<file path="config.mk">
export PLATFORM = sky130hd
export DESIGN_NAME = alu_scheduler
export DESIGN_NICKNAME = d
export VERILOG_FILES = /design/src/rtl/alu_scheduler.sv
export SDC_FILE = /design/constraint.sdc
export NUM_CORES = 1
export LEC_CHECK = 0
export CAP_MARGIN = 15
export CORE_AREA = 4 4 211 213
export DETAILED_ROUTE_END_ITERATION = 12
export DIE_AREA = 0 0 215 217
export SETUP_SLACK_MARGIN = 0.3
export SLEW_MARGIN = 20
export SYNTH_ARGS = -nofsm -noshare
export SYNTH_HDL_FRONTEND = slang
export SYNTH_SLANG_ARGS = --single-unit
</file>
<file path="constraint.sdc">
create_clock -name clk_in -period 3.05 [get_ports clk_in]
set_input_delay 0.4575 -clock clk_in [delete_from_list [all_inputs] [get_ports clk_in]]
set_output_delay 0.4575 -clock clk_in [all_outputs]
set_load 0.005 [all_outputs]
</file>
<file path="src/rtl/alu_scheduler.sv">
// alu_scheduler: shares NUM_ALU multi-cycle ALUs between NUM_REQ reservation
// stations. Round-robin issue (one op per cycle) into free ALU slots, operands
// held stable while the ALU computes, and round-robin drain of finished
// results onto the single common data bus.
module alu_scheduler #(
  parameter int unsigned NUM_REQ = 4,
  parameter int unsigned NUM_ALU = 2,
  parameter int unsigned ROB_IX  = 2
) (
  input  logic                          clk_in,
  input  logic                          rst_n_in,
  input  logic                          flush_in,
  input  logic [NUM_REQ-1:0]            req_valid_in,
  input  logic [32*NUM_REQ-1:0]         req_rval1_in,
  input  logic [32*NUM_REQ-1:0]         req_rval2_in,
  input  logic [4*NUM_REQ-1:0]          req_func_in,
  input  logic [(ROB_IX+1)*NUM_REQ-1:0] req_rob_ix_in,
  output logic [NUM_REQ-1:0]            req_grant_out,
  output logic [NUM_ALU-1:0]            alu_valid_out,
  output logic [32*NUM_ALU-1:0]         alu_rval1_out,
  output logic [32*NUM_ALU-1:0]         alu_rval2_out,
  output logic [4*NUM_ALU-1:0]          alu_func_out,
  output logic [(ROB_IX+1)*NUM_ALU-1:0] alu_rob_ix_out,
  input  logic [NUM_ALU-1:0]            alu_ready_in,
  input  logic [NUM_ALU-1:0]            alu_valid_in,
  input  logic [32*NUM_ALU-1:0]         alu_data_in,
  output logic [NUM_ALU-1:0]            alu_read_out,
  output logic                          cdb_valid_out,
  output logic [31:0]                   cdb_data_out,
  output logic [ROB_IX:0]               cdb_rob_ix_out
);

  localparam int unsigned TW  = ROB_IX + 1;
  localparam int unsigned RPW = (NUM_REQ > 1) ? $clog2(NUM_REQ) : 1;
  localparam int unsigned APW = (NUM_ALU > 1) ? $clog2(NUM_ALU) : 1;

  typedef enum logic [1:0] {
    S_IDLE = 2'd0,
    S_BUSY = 2'd1,
    S_DONE = 2'd2
  } slot_state_e;

  slot_state_e          slot_q [NUM_ALU];
  logic [NUM_ALU-1:0]   squash_q;
  logic [RPW-1:0]       p_q;
  logic [APW-1:0]       q_q;

  logic [NUM_ALU-1:0]   issuable;
  logic                 iss_any;
  logic [APW-1:0]       iss_tgt;
  logic                 gnt_found;
  logic [RPW-1:0]       gnt_idx;
  logic [RPW-1:0]       gnt_cand;
  logic                 issue;
  logic [31:0]          iss_rval1;
  logic [31:0]          iss_rval2;
  logic [3:0]           iss_func;
  logic [TW-1:0]        iss_tag;

  logic [NUM_ALU-1:0]   wb_cand;
  logic                 wb_fire;
  logic [APW-1:0]       wb_sel;
  logic [APW-1:0]       wb_scan;
  logic [31:0]          wb_data;
  logic [TW-1:0]        wb_tag;

  // Free-slot search: lowest-index slot that is idle and whose ALU is ready.
  always_comb begin
    issuable = '0;
    iss_any  = 1'b0;
    iss_tgt  = '0;
    for (int k = 0; k < NUM_ALU; k++) begin
      issuable[k] = (slot_q[k] == S_IDLE) && alu_ready_in[k];
      if (!iss_any && issuable[k]) begin
        iss_any = 1'b1;
        iss_tgt = APW'(k);
      end
    end
  end

  // Round-robin requester search from the issue pointer, plus grant and operand mux.
  always_comb begin
    gnt_found     = 1'b0;
    gnt_idx       = '0;
    gnt_cand      = '0;
    req_grant_out = '0;
    iss_rval1     = '0;
    iss_rval2     = '0;
    iss_func      = '0;
    iss_tag       = '0;
    for (int i = 0; i < NUM_REQ; i++) begin
      gnt_cand = RPW'((32'(p_q) + 32'(i)) % NUM_REQ);
      if (!gnt_found && req_valid_in[gnt_cand]) begin
        gnt_found = 1'b1;
        gnt_idx   = gnt_cand;
      end
    end
    issue = gnt_found && iss_any && !flush_in;
    for (int i = 0; i < NUM_REQ; i++) begin
      if (gnt_idx == RPW'(i)) begin
        req_grant_out[i] = issue;
        iss_rval1        = req_rval1_in[i*32 +: 32];
        iss_rval2        = req_rval2_in[i*32 +: 32];
        iss_func         = req_func_in[i*4 +: 4];
        iss_tag          = req_rob_ix_in[i*TW +: TW];
      end
    end
  end

  // Writeback selection from the writeback pointer, read strobes and CDB payload mux.
  always_comb begin
    wb_cand      = '0;
    wb_fire      = 1'b0;
    wb_sel       = '0;
    wb_scan      = '0;
    wb_data      = '0;
    wb_tag       = '0;
    alu_read_out = '0;
    for (int k = 0; k < NUM_ALU; k++) begin
      wb_cand[k] = (slot_q[k] == S_DONE) && alu_valid_in[k] && !squash_q[k];
    end
    for (int i = 0; i < NUM_ALU; i++) begin
      wb_scan = APW'((32'(q_q) + 32'(i)) % NUM_ALU);
      if (!wb_fire && wb_cand[wb_scan]) begin
        wb_fire = 1'b1;
        wb_sel  = wb_scan;
      end
    end
    for (int k = 0; k < NUM_ALU; k++) begin
      // Squashed results are discarded by reading them out without a broadcast.
      alu_read_out[k] = (wb_fire && (wb_sel == APW'(k))) ||
                        ((slot_q[k] == S_DONE) && squash_q[k]);
      if (wb_sel == APW'(k)) begin
        wb_data = alu_data_in[k*32 +: 32];
        wb_tag  = alu_rob_ix_out[k*TW +: TW];
      end
    end
  end

  // Slot FSMs, held operands, round-robin pointers and registered CDB.
  always_ff @(posedge clk_in or negedge rst_n_in) begin
    if (!rst_n_in) begin
      for (int k = 0; k < NUM_ALU; k++) begin
        slot_q[k] <= S_IDLE;
      end
      squash_q       <= '0;
      p_q            <= '0;
      q_q            <= '0;
      alu_valid_out  <= '0;
      alu_rval1_out  <= '0;
      alu_rval2_out  <= '0;
      alu_func_out   <= '0;
      alu_rob_ix_out <= '0;
      cdb_valid_out  <= 1'b0;
      cdb_data_out   <= '0;
      cdb_rob_ix_out <= '0;
    end else begin
      if (issue) begin
        p_q <= (gnt_idx == RPW'(NUM_REQ - 1)) ? '0 : gnt_idx + RPW'(1);
      end
      if (wb_fire) begin
        q_q <= (wb_sel == APW'(NUM_ALU - 1)) ? '0 : wb_sel + APW'(1);
      end
      // A flush in the writeback cycle still reads the ALU but drops the broadcast.
      cdb_valid_out  <= wb_fire && !flush_in;
      cdb_data_out   <= wb_fire ? wb_data : '0;
      cdb_rob_ix_out <= wb_fire ? wb_tag : '0;
      for (int k = 0; k < NUM_ALU; k++) begin
        alu_valid_out[k] <= issue && (iss_tgt == APW'(k));
        unique case (slot_q[k])
          S_IDLE: begin
            if (issue && (iss_tgt == APW'(k))) begin
              slot_q[k]                    <= S_BUSY;
              squash_q[k]                  <= 1'b0;
              alu_rval1_out[k*32 +: 32]    <= iss_rval1;
              alu_rval2_out[k*32 +: 32]    <= iss_rval2;
              alu_func_out[k*4 +: 4]       <= iss_func;
              alu_rob_ix_out[k*TW +: TW]   <= iss_tag;
            end
          end
          S_BUSY: begin
            if (alu_valid_in[k]) begin
              slot_q[k] <= S_DONE;
            end
            if (flush_in) begin
              squash_q[k] <= 1'b1;
            end
          end
          S_DONE: begin
            if (alu_read_out[k]) begin
              slot_q[k]   <= S_IDLE;
              squash_q[k] <= 1'b0;
            end else if (flush_in) begin
              squash_q[k] <= 1'b1;
            end
          end
          default: begin
            slot_q[k] <= S_IDLE;
          end
        endcase
      end
    end
  end

endmodule
</file>
==> key figures, run 1 <==
Run
  • Max Cap Viol: 0

Floorplan
  • I/O pins: 545
  • DIE AREA: 0.04666 mm²
  • Core area: 0.04270 mm²
  • Site Rows: 76
  • Die Y: 217 µm
  • Initial Utilization: 23.17%
  • Die Wd: 215 µm

STA
  • Fin. max-slew vios: 0
  • RSZ-0062 raised after global routing: yes
  • Rel. slew slack: 55.13%
  • Final Setup Violations: 0
  • Tmin final: 2.809 ns
  • Final setup skew: 0.008259 ns
  • Tcrit/Tclk final: 92.08%
  • Max Clk Rate: 0.3561 GHz
  • Setup TNS: 0 ns
  • Slew @ Worst Pin: 0.6730 ns
  • Fin. Hold Viols: 0

Yosys
  • Area share of fa/ha/maj cells after synthesis: 2.024%
  • Cells after synthesis: 959
  • Post-synthesis simple-gate area fraction: 4.490%
  • Synth warnings: 0
  • Avg Synthesized Cell Area: 10.32 µm²
  • Seq/Total Area, Yosys: 47.81%
  • Xor/xnor cell area share of the yosys netlist: 0%
  • Main combinational cell family by area after synthesis: compound AO/OA/AOI/OAI gates
  • Mux contribution to synthesized area: 16.83%
  • Cell Area, Synth: 0.009893 mm²
  • Synth Area in Compound Gates: 22.02%
  • Yosys cell types: 33
  • Yosys reg bits: 189
  • Syn nets: 1334

Layout
  • Commonest non-fill, non-tap cell in the layout: clkdlybuf4s50_1
  • Fin area: 0.01711 mm²
  • Most frequent cells in the layout: clkdlybuf4s50_1 (536), dfrtp_1 (188), a21oi_1 (151)
  • Post-Layout Cell Count: 2073
  • Area Growth Syn to Fin: 72.92%
  • Final-stage net count: 1889
  • Post-route core utilization: 40.07%
  • Share of layout cells above drive strength 1: 17.56%

Global routing
  • First-pass GRT wire length: 61840 µm
  • Initial antenna violation count: 3
  • Vias in the first global route: 9976
  • GR Util All Layers: 17.41%
  • Aggregate global routing overflow: 0
  • Maximum number of pins on one net before global-route repair: 76

Route
  • Final ANT Viol Nets: 0
  • Via density: 4.666
  • Routed WL: 42710 µm
  • Via Count: 9672
  • Initial DRC Count: 361
  • DRC: 0
  • Drt wl/cell: 20.60 µm
  • Pre-Repair DR Iteration Count: 4

Pwr
  • Sw Share: 35.28%
  • Switching Power: 0.005057 W
  • Clock power frac: 16.4%
  • Logic pwr share: 54.9%
  • Worst-case vdd ir drop: 0.3373 mV
  • Power density cells: 838.0 mW/mm²
  • Power, Total: 0.01434 W
  • Pleak: 7.350 nW
  • Reg power frac: 28.6%
  • Pint: 0.009278 W

Clock tree
  • Clk slew on worst S/H paths: 0.07 ns
  • CTS sink count: 189
  • Latest clock arrival within the worst-skew pair: 0.46 ns
  • TritonCTS Buffers: 17
  • H-Tree Depth: 4
  • Maximum buffer depth of the clock tree: 2
  • Hold_buf cts: 0
  • Root buffer cell: clkbuf_16
  • CTS tree: built

Worst hold path
  • Worst hold path type: in2async

Place
  • DPL Wire Length: 32740 µm
  • PortBufs: 544
  • DP Area: 0.01634 mm²
  • Routability cong.: 0.8974
  • Placed Cells: 2030

Worst setup path
  • Worst EP required: 2.59 ns
  • Worst endpoint data arrival time: 2.35 ns
  • Largest stage delay on the critical path: 0.50 ns
  • Critical Path Source Type: flop
  • Max FO, Critical Path: 4
  • Critical Path, Cell by Cell: a21oi_1 > o21a_1 > o22a_1 > buf_4 > ha_4 > and2_1 > clkdlybuf4s50_1
  • Worst Setup End Kind: output pin
  • Slowest cell on crit path: clkdlybuf4s50_1
  • Kind of critical path: reg2out

Status
  • Status: finished clean
## cell usage after synthesis, drive strengths merged
| library cell | count | area share [%] |
|---|---|---|
| nor3b | 3 | 0.23 |
| o211a | 1 | 0.10 |
| mux2i | 1 | 0.10 |
| nor2 | 1 | 0.038 |
| o2bb2ai | 1 | 0.089 |
| a21oi | 151 | 7.6 |
| and2 | 5 | 0.32 |
| nand4b | 1 | 0.089 |
| nand2b | 1 | 0.063 |
| inv | 83 | 3.1 |
| o31a | 1 | 0.089 |
| nor3 | 1 | 0.10 |
| o41ai | 1 | 0.089 |
| nand3b | 1 | 0.076 |
| buf | 31 | 1.9 |
| mux2 | 147 | 17 |
| a31oi | 1 | 0.063 |
| o21ai | 78 | 3.9 |
| dfrtp | 189 | 48 |
| nor2b | 2 | 0.13 |
| a211oi | 2 | 0.15 |
| clkbuf | 48 | 1.8 |
| o21a | 4 | 0.30 |
| and3 | 1 | 0.063 |
| o22a | 1 | 0.089 |
| nor4 | 2 | 0.43 |
| ha | 16 | 2.0 |
| nand2 | 78 | 3.0 |
| a21o | 1 | 0.076 |
| a22o | 106 | 9.4 |
## per-stage QoR
| stage | hold slack, ns | setup WS (ns) |
|---|---|---|
| 6_report | 0.04086 | 0.2415 |
| 5_1_grt | 0.06642 | 0.1377 |
| 4_1_cts | 0.03099 | 0.1594 |
| 3_5_place_dp | 0.4943 | -0.3091 |
| 3_3_place_gp | 0.4700 | -0.2924 |
| 2_1_floorplan | 0.1619 | 0.4846 |
## layer usage
layer | part of all wire (%) | wire, µm | track usage, % | vias to the layer above
met4 | 2.4 | 1045 | 5.755 | 2
met1 | 40 | 17080 | 20.33 | 4713
li1 | - | - | - | 4499
met3 | 8.7 | 3720 | 6.157 | 43
met2 | 49 | 20850 | 29.95 | 415
met5 | 0.030 | 13 | 0 | -
## registers in the layout, indices dropped and copies added, names as in the netlist, 3 cells and up
| name | flops |
|---|---|
| alu_rval2_out | 64 |
| cdb_data_out | 32 |
| alu_func_out | 8 |
| slot_q | 4 |
| alu_rob_ix_out | 6 |
| alu_rval1_out | 64 |
| cdb_rob_ix_out | 3 |
## layout make-up
class                   count  area, µm²
multi-input cells         608       4597
inverters                  83      311.5
clock inverters            10      151.4
diodes                      1      2.502
repair buffers            615       6181
flip-flops and latches    189       4731
fillers                  4234      25590
clock buffers              21      450.4
well taps                 546      683.2
## worst paths after layout
path / start / endpoint / slack [ns] / cells after the start
worst max-delay path: p_q[1] / req_grant_out[2] / 0.24 / 7
worst min-delay path: rst_n_in / alu_rval1_out[59] / 0.04 / 1
worst max register to register: p_q[1] / alu_rval2_out[61] / 0.37 / 11
worst min register to register: alu_func_out[1] / alu_func_out[1] / 0.50 / 1
max in group asynchronous: rst_n_in / cdb_data_out[8] / 2.24 / 2
min in group clk_in: alu_func_out[1] / alu_func_out[1] / 0.50 / 1
## power by group through the flow
stage / combinational (W) / sequential, W / clock, W
after global routing: 0.00846 / 0.00424 / 0.00254
after detailed placement: 0.00770 / 0.00414 / 0
final: 0.00787 / 0.00411 / 0.00236
after floorplan: 0.00339 / 0.00414 / 0
after global placement: 0.00765 / 0.00410 / 0
after CTS: 0.00787 / 0.00411 / 0.00244
## critical path: cells and delay by family (launching register included)
kind,cells,cell delay (ns)
buffers and inverters,2,0.66
AOI/OAI and AO/OA,3,0.47
DFF,1,0.44
and+or+nand+nor,1,0.15
adders and majority gates,1,0.18
## cells by family (layout without fill, tap and decap cells)
group / Yosys count / in the layout
AO/OA/AOI/OAI: 348 / 348
buffers and inverters: 162 / 729
flip-flops: 189 / 189
multiplexers: 148 / 148
other: 0 / 1
adder cells (fa/ha/maj): 16 / 16
AND/OR/NAND/NOR: 96 / 96
## repair_timing
action	in CTS	in global routing
pin swaps	4	1
gates cloned	0	1
gates resized for setup	18	11
setup endpoints to repair	24	66
setup buffers	9	1
Note: power is estimated with default switching activity, not from simulation.
==> run 2: changes to the inputs <==
--- a/config.mk
+++ b/config.mk
@@ -9,7 +9,9 @@
 export CORE_AREA = 4 4 211 213
 export DETAILED_ROUTE_END_ITERATION = 12
 export DIE_AREA = 0 0 215 217
+export HOLD_SLACK_MARGIN = 0.08
 export SETUP_SLACK_MARGIN = 0.3
+export SKIP_CTS_REPAIR_TIMING = 1
 export SLEW_MARGIN = 20
 export SYNTH_ARGS = -nofsm -noshare
 export SYNTH_HDL_FRONTEND = slang
==> key figures, run 2 (synthesis results as in run 1) <==
Status
  • Status: finished clean

Clock tree
  • Maximum buffer depth of the clock tree: 2 (unchanged)
  • Root buffer cell: clkbuf_16
  • H-Tree Depth: 4 (unchanged)
  • CTS tree: built
  • Latest clock arrival within the worst-skew pair: 0.46 ns (about the same)
  • Clk slew on worst S/H paths: 0.07 ns (about the same)
  • TritonCTS Buffers: 17 (unchanged)
  • CTS sink count: 189 (unchanged)

Global routing
  • Maximum number of pins on one net before global-route repair: 76 (unchanged)
  • Aggregate global routing overflow: 0 (unchanged)
  • Vias in the first global route: 9898 (-0.78%)
  • GR Util All Layers: 17.13% (-0.28 points)
  • Initial antenna violation count: 3 (unchanged)
  • First-pass GRT wire length: 60940 µm (-1.5%)

Place
  • Routability cong.: 0.8974 (unchanged)
  • PortBufs: 544 (unchanged)
  • DPL Wire Length: 32740 µm (unchanged)
  • DP Area: 0.01634 mm² (unchanged)

Worst setup path
  • Worst flop-to-flop path startpoint: p_q[1]
  • R2R Setup Slk: 0.44 ns (+0.07 ns)
  • Worst R2R End: alu_rval2_out[18]
  • Worst Setup End Kind: output pin
  • Max FO, Critical Path: 5 (+1)
  • Critical Path Source Type: flop
  • Cells on worst reg2reg path: 11 (unchanged)
  • Worst endpoint data arrival time: 2.43 ns (+0.08 ns)
  • Kind of critical path: reg2out
  • Worst EP required: 2.59 ns (about the same)

Floorplan
  • Die Y: 217 µm (unchanged)
  • Site Rows: 76 (unchanged)
  • I/O pins: 545 (unchanged)
  • Initial Utilization: 23.17% (unchanged)
  • DIE AREA: 0.04666 mm² (unchanged)
  • Core area: 0.04270 mm² (unchanged)
  • Die Wd: 215 µm (unchanged)

Layout
  • Final-stage net count: 1887 (-0.11%)
  • Biggest regs: alu_rval1_out x64, alu_rval2_out x64, cdb_data_out x32
  • Most frequent cells in the layout: clkdlybuf4s50_1 (537), dfrtp_1 (188), a21oi_1 (151)
  • Fin area: 0.01707 mm² (-0.21%)
  • Fillers: 4225 (-0.21%)
  • Commonest non-fill, non-tap cell in the layout: clkdlybuf4s50_1
  • Share of layout cells above drive strength 1: 16.99% (-0.57 points)
  • Area Growth Syn to Fin: 72.57%

STA
  • Final setup skew: 0.009361 ns (+0.001101 ns)
  • Tcrit/Tclk final: 94.70% (+2.6 points)
  • Rel. slew slack: 55.02% (-0.11 points)
  • Max Clk Rate: 0.3462 GHz (-2.8%)
  • Tmin final: 2.888 ns (+0.07969 ns)
  • Setup TNS: 0 ns (unchanged)
  • Final Setup Violations: 0 (unchanged)
  • Fin. max-slew vios: 0 (unchanged)
  • RSZ-0062 raised after global routing: yes
  • Fin. Hold Viols: 0 (unchanged)
  • Slew @ Worst Pin: 0.6747 ns (+0.001627 ns)

Run
  • Max Cap Viol: 0 (unchanged)

Worst hold path
  • Hold Crit Depth: 1
  • Worst Hold Launch: alu_func_out[1]
  • Worst hold path type: reg2reg
  • Hold Path End: alu_func_out[1]

Route
  • Via density: 4.636 (-0.64%)
  • Initial DRC Count: 327 (-9.4%)
  • DRC: 0 (unchanged)
  • Routed WL: 41830 µm (-2.1%)
  • Pre-Repair DR Iteration Count: 5 (+1)
  • Final ANT Viol Nets: 0 (unchanged)
  • Via Count: 9605 (-0.69%)
  • Drt wl/cell: 20.19 µm (-2.0%)

Pwr
  • Clock power frac: 16.6% (+0.2 points)
  • Power, Total: 0.01419 W (-1.0%)
  • Pint: 0.009228 W (-0.54%)
  • Pleak: 7.374 nW (+0.32%)
  • Power density cells: 831.1 mW/mm² (-0.82%)
  • Worst-case vdd ir drop: 0.3371 mV (about the same)
  • Switching Power: 0.004960 W (-1.9%)
  • Reg power frac: 28.9% (+0.3 points)
  • Sw Share: 34.96% (-0.32 points)
  • Logic pwr share: 54.5% (-0.4 points)
## run 2: worst max-delay path, stage by stage (launching register included)
cell and delay (ns):
dfrtp_1 0.42, inv_2 0.10, ha_2 0.22, nand2_2 0.09, a211oi_4 0.30, buf_12 0.16
and2_1 0.15, clkdlybuf4s50_1 0.53
## run 2: area by class of cell
class	count	area, µm²	share of cell area [%]
repair buffers	613	6163	36.10
flip-flops and latches	189	4731	27.71
multi-input cells	608	4577	26.81
well taps	546	683.2	4.001
clock buffers	21	450.4	2.638
inverters	83	311.5	1.825
clock inverters	10	151.4	0.8868
diodes	2	5.005	0.02931
## run 2: how the worst max path moves through the flow
stage | startpoint | end | slack (ns) | cells past startpoint
after global routing | slot_q[3] | req_grant_out[1] | 0.06 | 7
after floorplan | req_valid_in[0] | req_grant_out[3] | 0.48 | 7
after CTS | slot_q[3] | req_grant_out[3] | -0.54 | 6
after detailed placement | req_valid_in[1] | alu_rval2_out[18] | -0.31 | 10
after global placement | req_valid_in[1] | alu_rval2_out[18] | -0.29 | 10
final | slot_q[3] | req_grant_out[1] | 0.16 | 7
## run 2: routing by layer
metal | vias to the layer above | wire [µm] | track usage (%)
met5 | - | 13 | 0
met4 | 2 | 1066 | 5.948
met3 | 45 | 3682 | 6.074
met2 | 409 | 20410 | 29.57
met1 | 4658 | 16660 | 19.80
li1 | 4491 | - | -
## run 2: power groups by stage
stage	Combinational, W	Clock [W]	Sequential [W]
3_5_place_dp	0.00770	0	0.00414
3_3_place_gp	0.00765	0	0.00410
5_1_grt	0.00833	0.00254	0.00424
2_1_floorplan	0.00339	0	0.00414
4_1_cts	0.00774	0.00244	0.00411
6_report	0.00773	0.00235	0.00410
## run 2: per-stage QoR
step / setup slack, ns / hold WS, ns / std cells / utilization, %
2_1_floorplan: 0.4846 / 0.1619 / 959 / -
3_3_place_gp: -0.2924 / 0.4700 / 2030 / 38.27
3_5_place_dp: -0.3091 / 0.4943 / 2030 / 38.27
4_1_cts: -0.5352 / 0.03099 / 2061 / 39.68
5_1_grt: 0.06072 / 0.5237 / 2071 / 39.98
6_report: 0.1618 / 0.5037 / 2072 / 39.99
==> run 3: changes to the inputs <==
--- a/config.mk
+++ b/config.mk
@@ -6,9 +6,9 @@
 export NUM_CORES = 1
 export LEC_CHECK = 0
 export CAP_MARGIN = 15
-export CORE_AREA = 4 4 211 213
+export CORE_AREA = 2 2 215 217
 export DETAILED_ROUTE_END_ITERATION = 12
-export DIE_AREA = 0 0 215 217
+export DIE_AREA = 0 0 217 219
 export HOLD_SLACK_MARGIN = 0.08
 export SETUP_SLACK_MARGIN = 0.3
 export SKIP_CTS_REPAIR_TIMING = 1
==> key figures, run 3 (synthesis results as in run 1) <==
Status
  • Status: finished clean

Route
  • Via Count: 9450 (-1.6%)
  • DRC: 0 (unchanged)
  • Uppermost routed layer: met5
  • Final ANT Viol Nets: 0 (unchanged)
  • Drt wl/cell: 18.97 µm (-6.0%)
  • Metal3 WL: 3629 µm (-1.4%)
  • Metal1 wirelength: 16070 µm (-3.5%)
  • Pre-Repair DR Iteration Count: 4 (-1)
  • Initial DRC Count: 288 (-12%)
  • Met2 routed WL: 19500 µm (-4.4%)
  • Routed WL: 40380 µm (-3.5%)
  • Via density: 4.439 (-4.2%)

STA
  • RSZ-0062 raised after global routing: yes
  • Tcrit/Tclk final: 91.03% (-3.7 points)
  • Setup TNS: 0 ns (unchanged)
  • Rel. slew slack: 61.51% (+6.5 points)
  • Final Setup Violations: 0 (unchanged)
  • Tmin final: 2.776 ns (-0.1119 ns)
  • Final Worst Setup Slack: 0.2737 ns (+0.1119 ns)
  • Slew @ Worst Pin: 0.5713 ns (-0.1034 ns)
  • Max Clk Rate: 0.3602 GHz (+4.0%)
  • Final setup skew: 0.007694 ns (-0.001667 ns)
  • Fin. Hold Viols: 0 (unchanged)
  • Fin. max-slew vios: 0 (unchanged)

Pwr
  • Power density cells: 828.4 mW/mm² (-0.32%)
  • Pleak: 7.429 nW (+0.75%)
  • Worst-case vdd ir drop: 0.3414 mV (+1.3%)

Floorplan
  • Site Rows: 78 (+2.6%)
  • Initial Utilization: 21.94% (-1.2 points)
  • I/O pins: 545 (unchanged)
  • Core area: 0.04509 mm² (+5.6%)
  • Die Y: 219 µm (+0.92%)
  • Die Wd: 217 µm (+0.93%)
  • DIE AREA: 0.04752 mm² (+1.9%)

Layout
  • Commonest non-fill, non-tap cell in the layout: clkdlybuf4s50_1
  • Fillers: 4533 (+7.3%)
  • Area Growth Syn to Fin: 74.24%
  • Post-route core utilization: 38.23% (-1.8 points)
  • Biggest regs: alu_rval1_out x64, alu_rval2_out x64, cdb_data_out x32
  • Final-stage net count: 1889 (+0.11%)
  • Share of layout cells above drive strength 1: 17.88% (+0.88 points)
  • Most frequent cells in the layout: clkdlybuf4s50_1 (536), dfrtp_1 (187), a21oi_1 (151)

Global routing
  • Maximum number of pins on one net before global-route repair: 72 (-5.3%)
  • GR Util All Layers: 16.31% (-0.82 points)
  • Aggregate global routing overflow: 0 (unchanged)
  • First-pass GRT wire length: 57900 µm (-5.0%)
  • Initial antenna violation count: 5 (+2)
  • Vias in the first global route: 9790 (-1.1%)

Place
  • DPL Wire Length: 31450 µm (-3.9%)
  • Setup Slack @ Placement: -0.02579 ns (+0.2833 ns)
  • PortBufs: 544 (unchanged)
  • Routability cong.: 0.8683 (-3.2%)

Clock tree
  • CTS tree: built
  • TritonCTS Buffers: 17 (unchanged)
  • Clk slew on worst S/H paths: 0.07 ns (about the same)
  • Root buffer cell: clkbuf_16
  • CTS sink count: 189 (unchanged)
  • H-Tree Depth: 4 (unchanged)
  • Latest clock arrival within the worst-skew pair: 0.46 ns (about the same)
  • Maximum buffer depth of the clock tree: 2 (unchanged)

Worst setup path
  • Worst EP required: 2.59 ns (about the same)
  • Critical Path Source Type: flop
  • Critical Path, Cell by Cell: inv_2 > ha_2 > nand2_2 > a211oi_2 > buf_6 > and2_4 > clkdlybuf4s50_1
  • Kind of critical path: reg2out
  • Worst Setup End Kind: output pin
  • Cells on worst reg2reg path: 12 (+1)
  • Max FO, Critical Path: 4 (-1)
  • Worst endpoint data arrival time: 2.32 ns (-0.11 ns)
  • Largest stage delay on the critical path: 0.49 ns (-0.04 ns)
  • Slowest cell on crit path: clkdlybuf4s50_1

Worst hold path
  • Worst hold path type: reg2reg
  • Hold Crit Depth: 1 (unchanged)

Run
  • Max Cap Viol: 0 (unchanged)
==> run 3: report_power, final <==
| group | switching [W] | internal, W |
|---|---|---|
| Sequential | 0.000587 | 0.00353 |
| Clock | 0.00108 | 0.00136 |
| Combinational | 0.00327 | 0.00445 |
| Total | 0.00493 | 0.00934 |
==> run 3: final cells by class <==
cell class | count | area, µm² | area share [%]
well taps | 600 | 750.7 | 4.355
clock inverters | 12 | 173.9 | 1.009
flip-flops and latches | 189 | 4732 | 27.45
diodes | 2 | 5.005 | 0.02903
repair buffers | 615 | 6218 | 36.07
clock buffers | 20 | 456.7 | 2.649
inverters | 83 | 311.5 | 1.807
multi-input cells | 608 | 4589 | 26.62
==> run 3: worst max-delay path, delay by kind of cell, from the launching register on <==
family	cells	cell delay, ns
AND/OR/NAND/NOR	2	0.24
adder cells (fa/ha/maj)	1	0.21
flip-flops	1	0.40
buffers and inverters	3	0.75
AO/OA/AOI/OAI	1	0.27
==> run 3: through the flow <==
step	power (W)	area [µm²]	cells	hold WS, ns
after floorplan	0.007527	9893	959	0.1619
after global placement	0.01166	16410	2078	0.4696
after detailed placement	0.01178	16410	2078	0.4696
after CTS	0.01432	17040	2110	-0.05092
after global routing	0.01524	17230	2127	0.5190
final	0.01428	17240	2129	0.5049
==> run 3: path summary, 6_finish.rpt <==
path	start	to	slack (ns)
hold / removal	alu_func_out[1]	alu_func_out[1]	0.50
min in group asynchronous	rst_n_in	alu_rval1_out[39]	0.52
setup / recovery	slot_q[3]	req_grant_out[0]	0.27
hold reg to reg	alu_func_out[1]	alu_func_out[1]	0.50
max in group asynchronous	rst_n_in	slot_q[2]	1.70
setup reg to reg	p_q[1]	alu_rval2_out[45]	0.55
==> run 3: routing by layer <==
metal	vias up	global-route usage, %
li1	4508	-
met5	-	0
met3	58	5.877
met2	394	27.80
met4	6	6.667
met1	4484	18.49
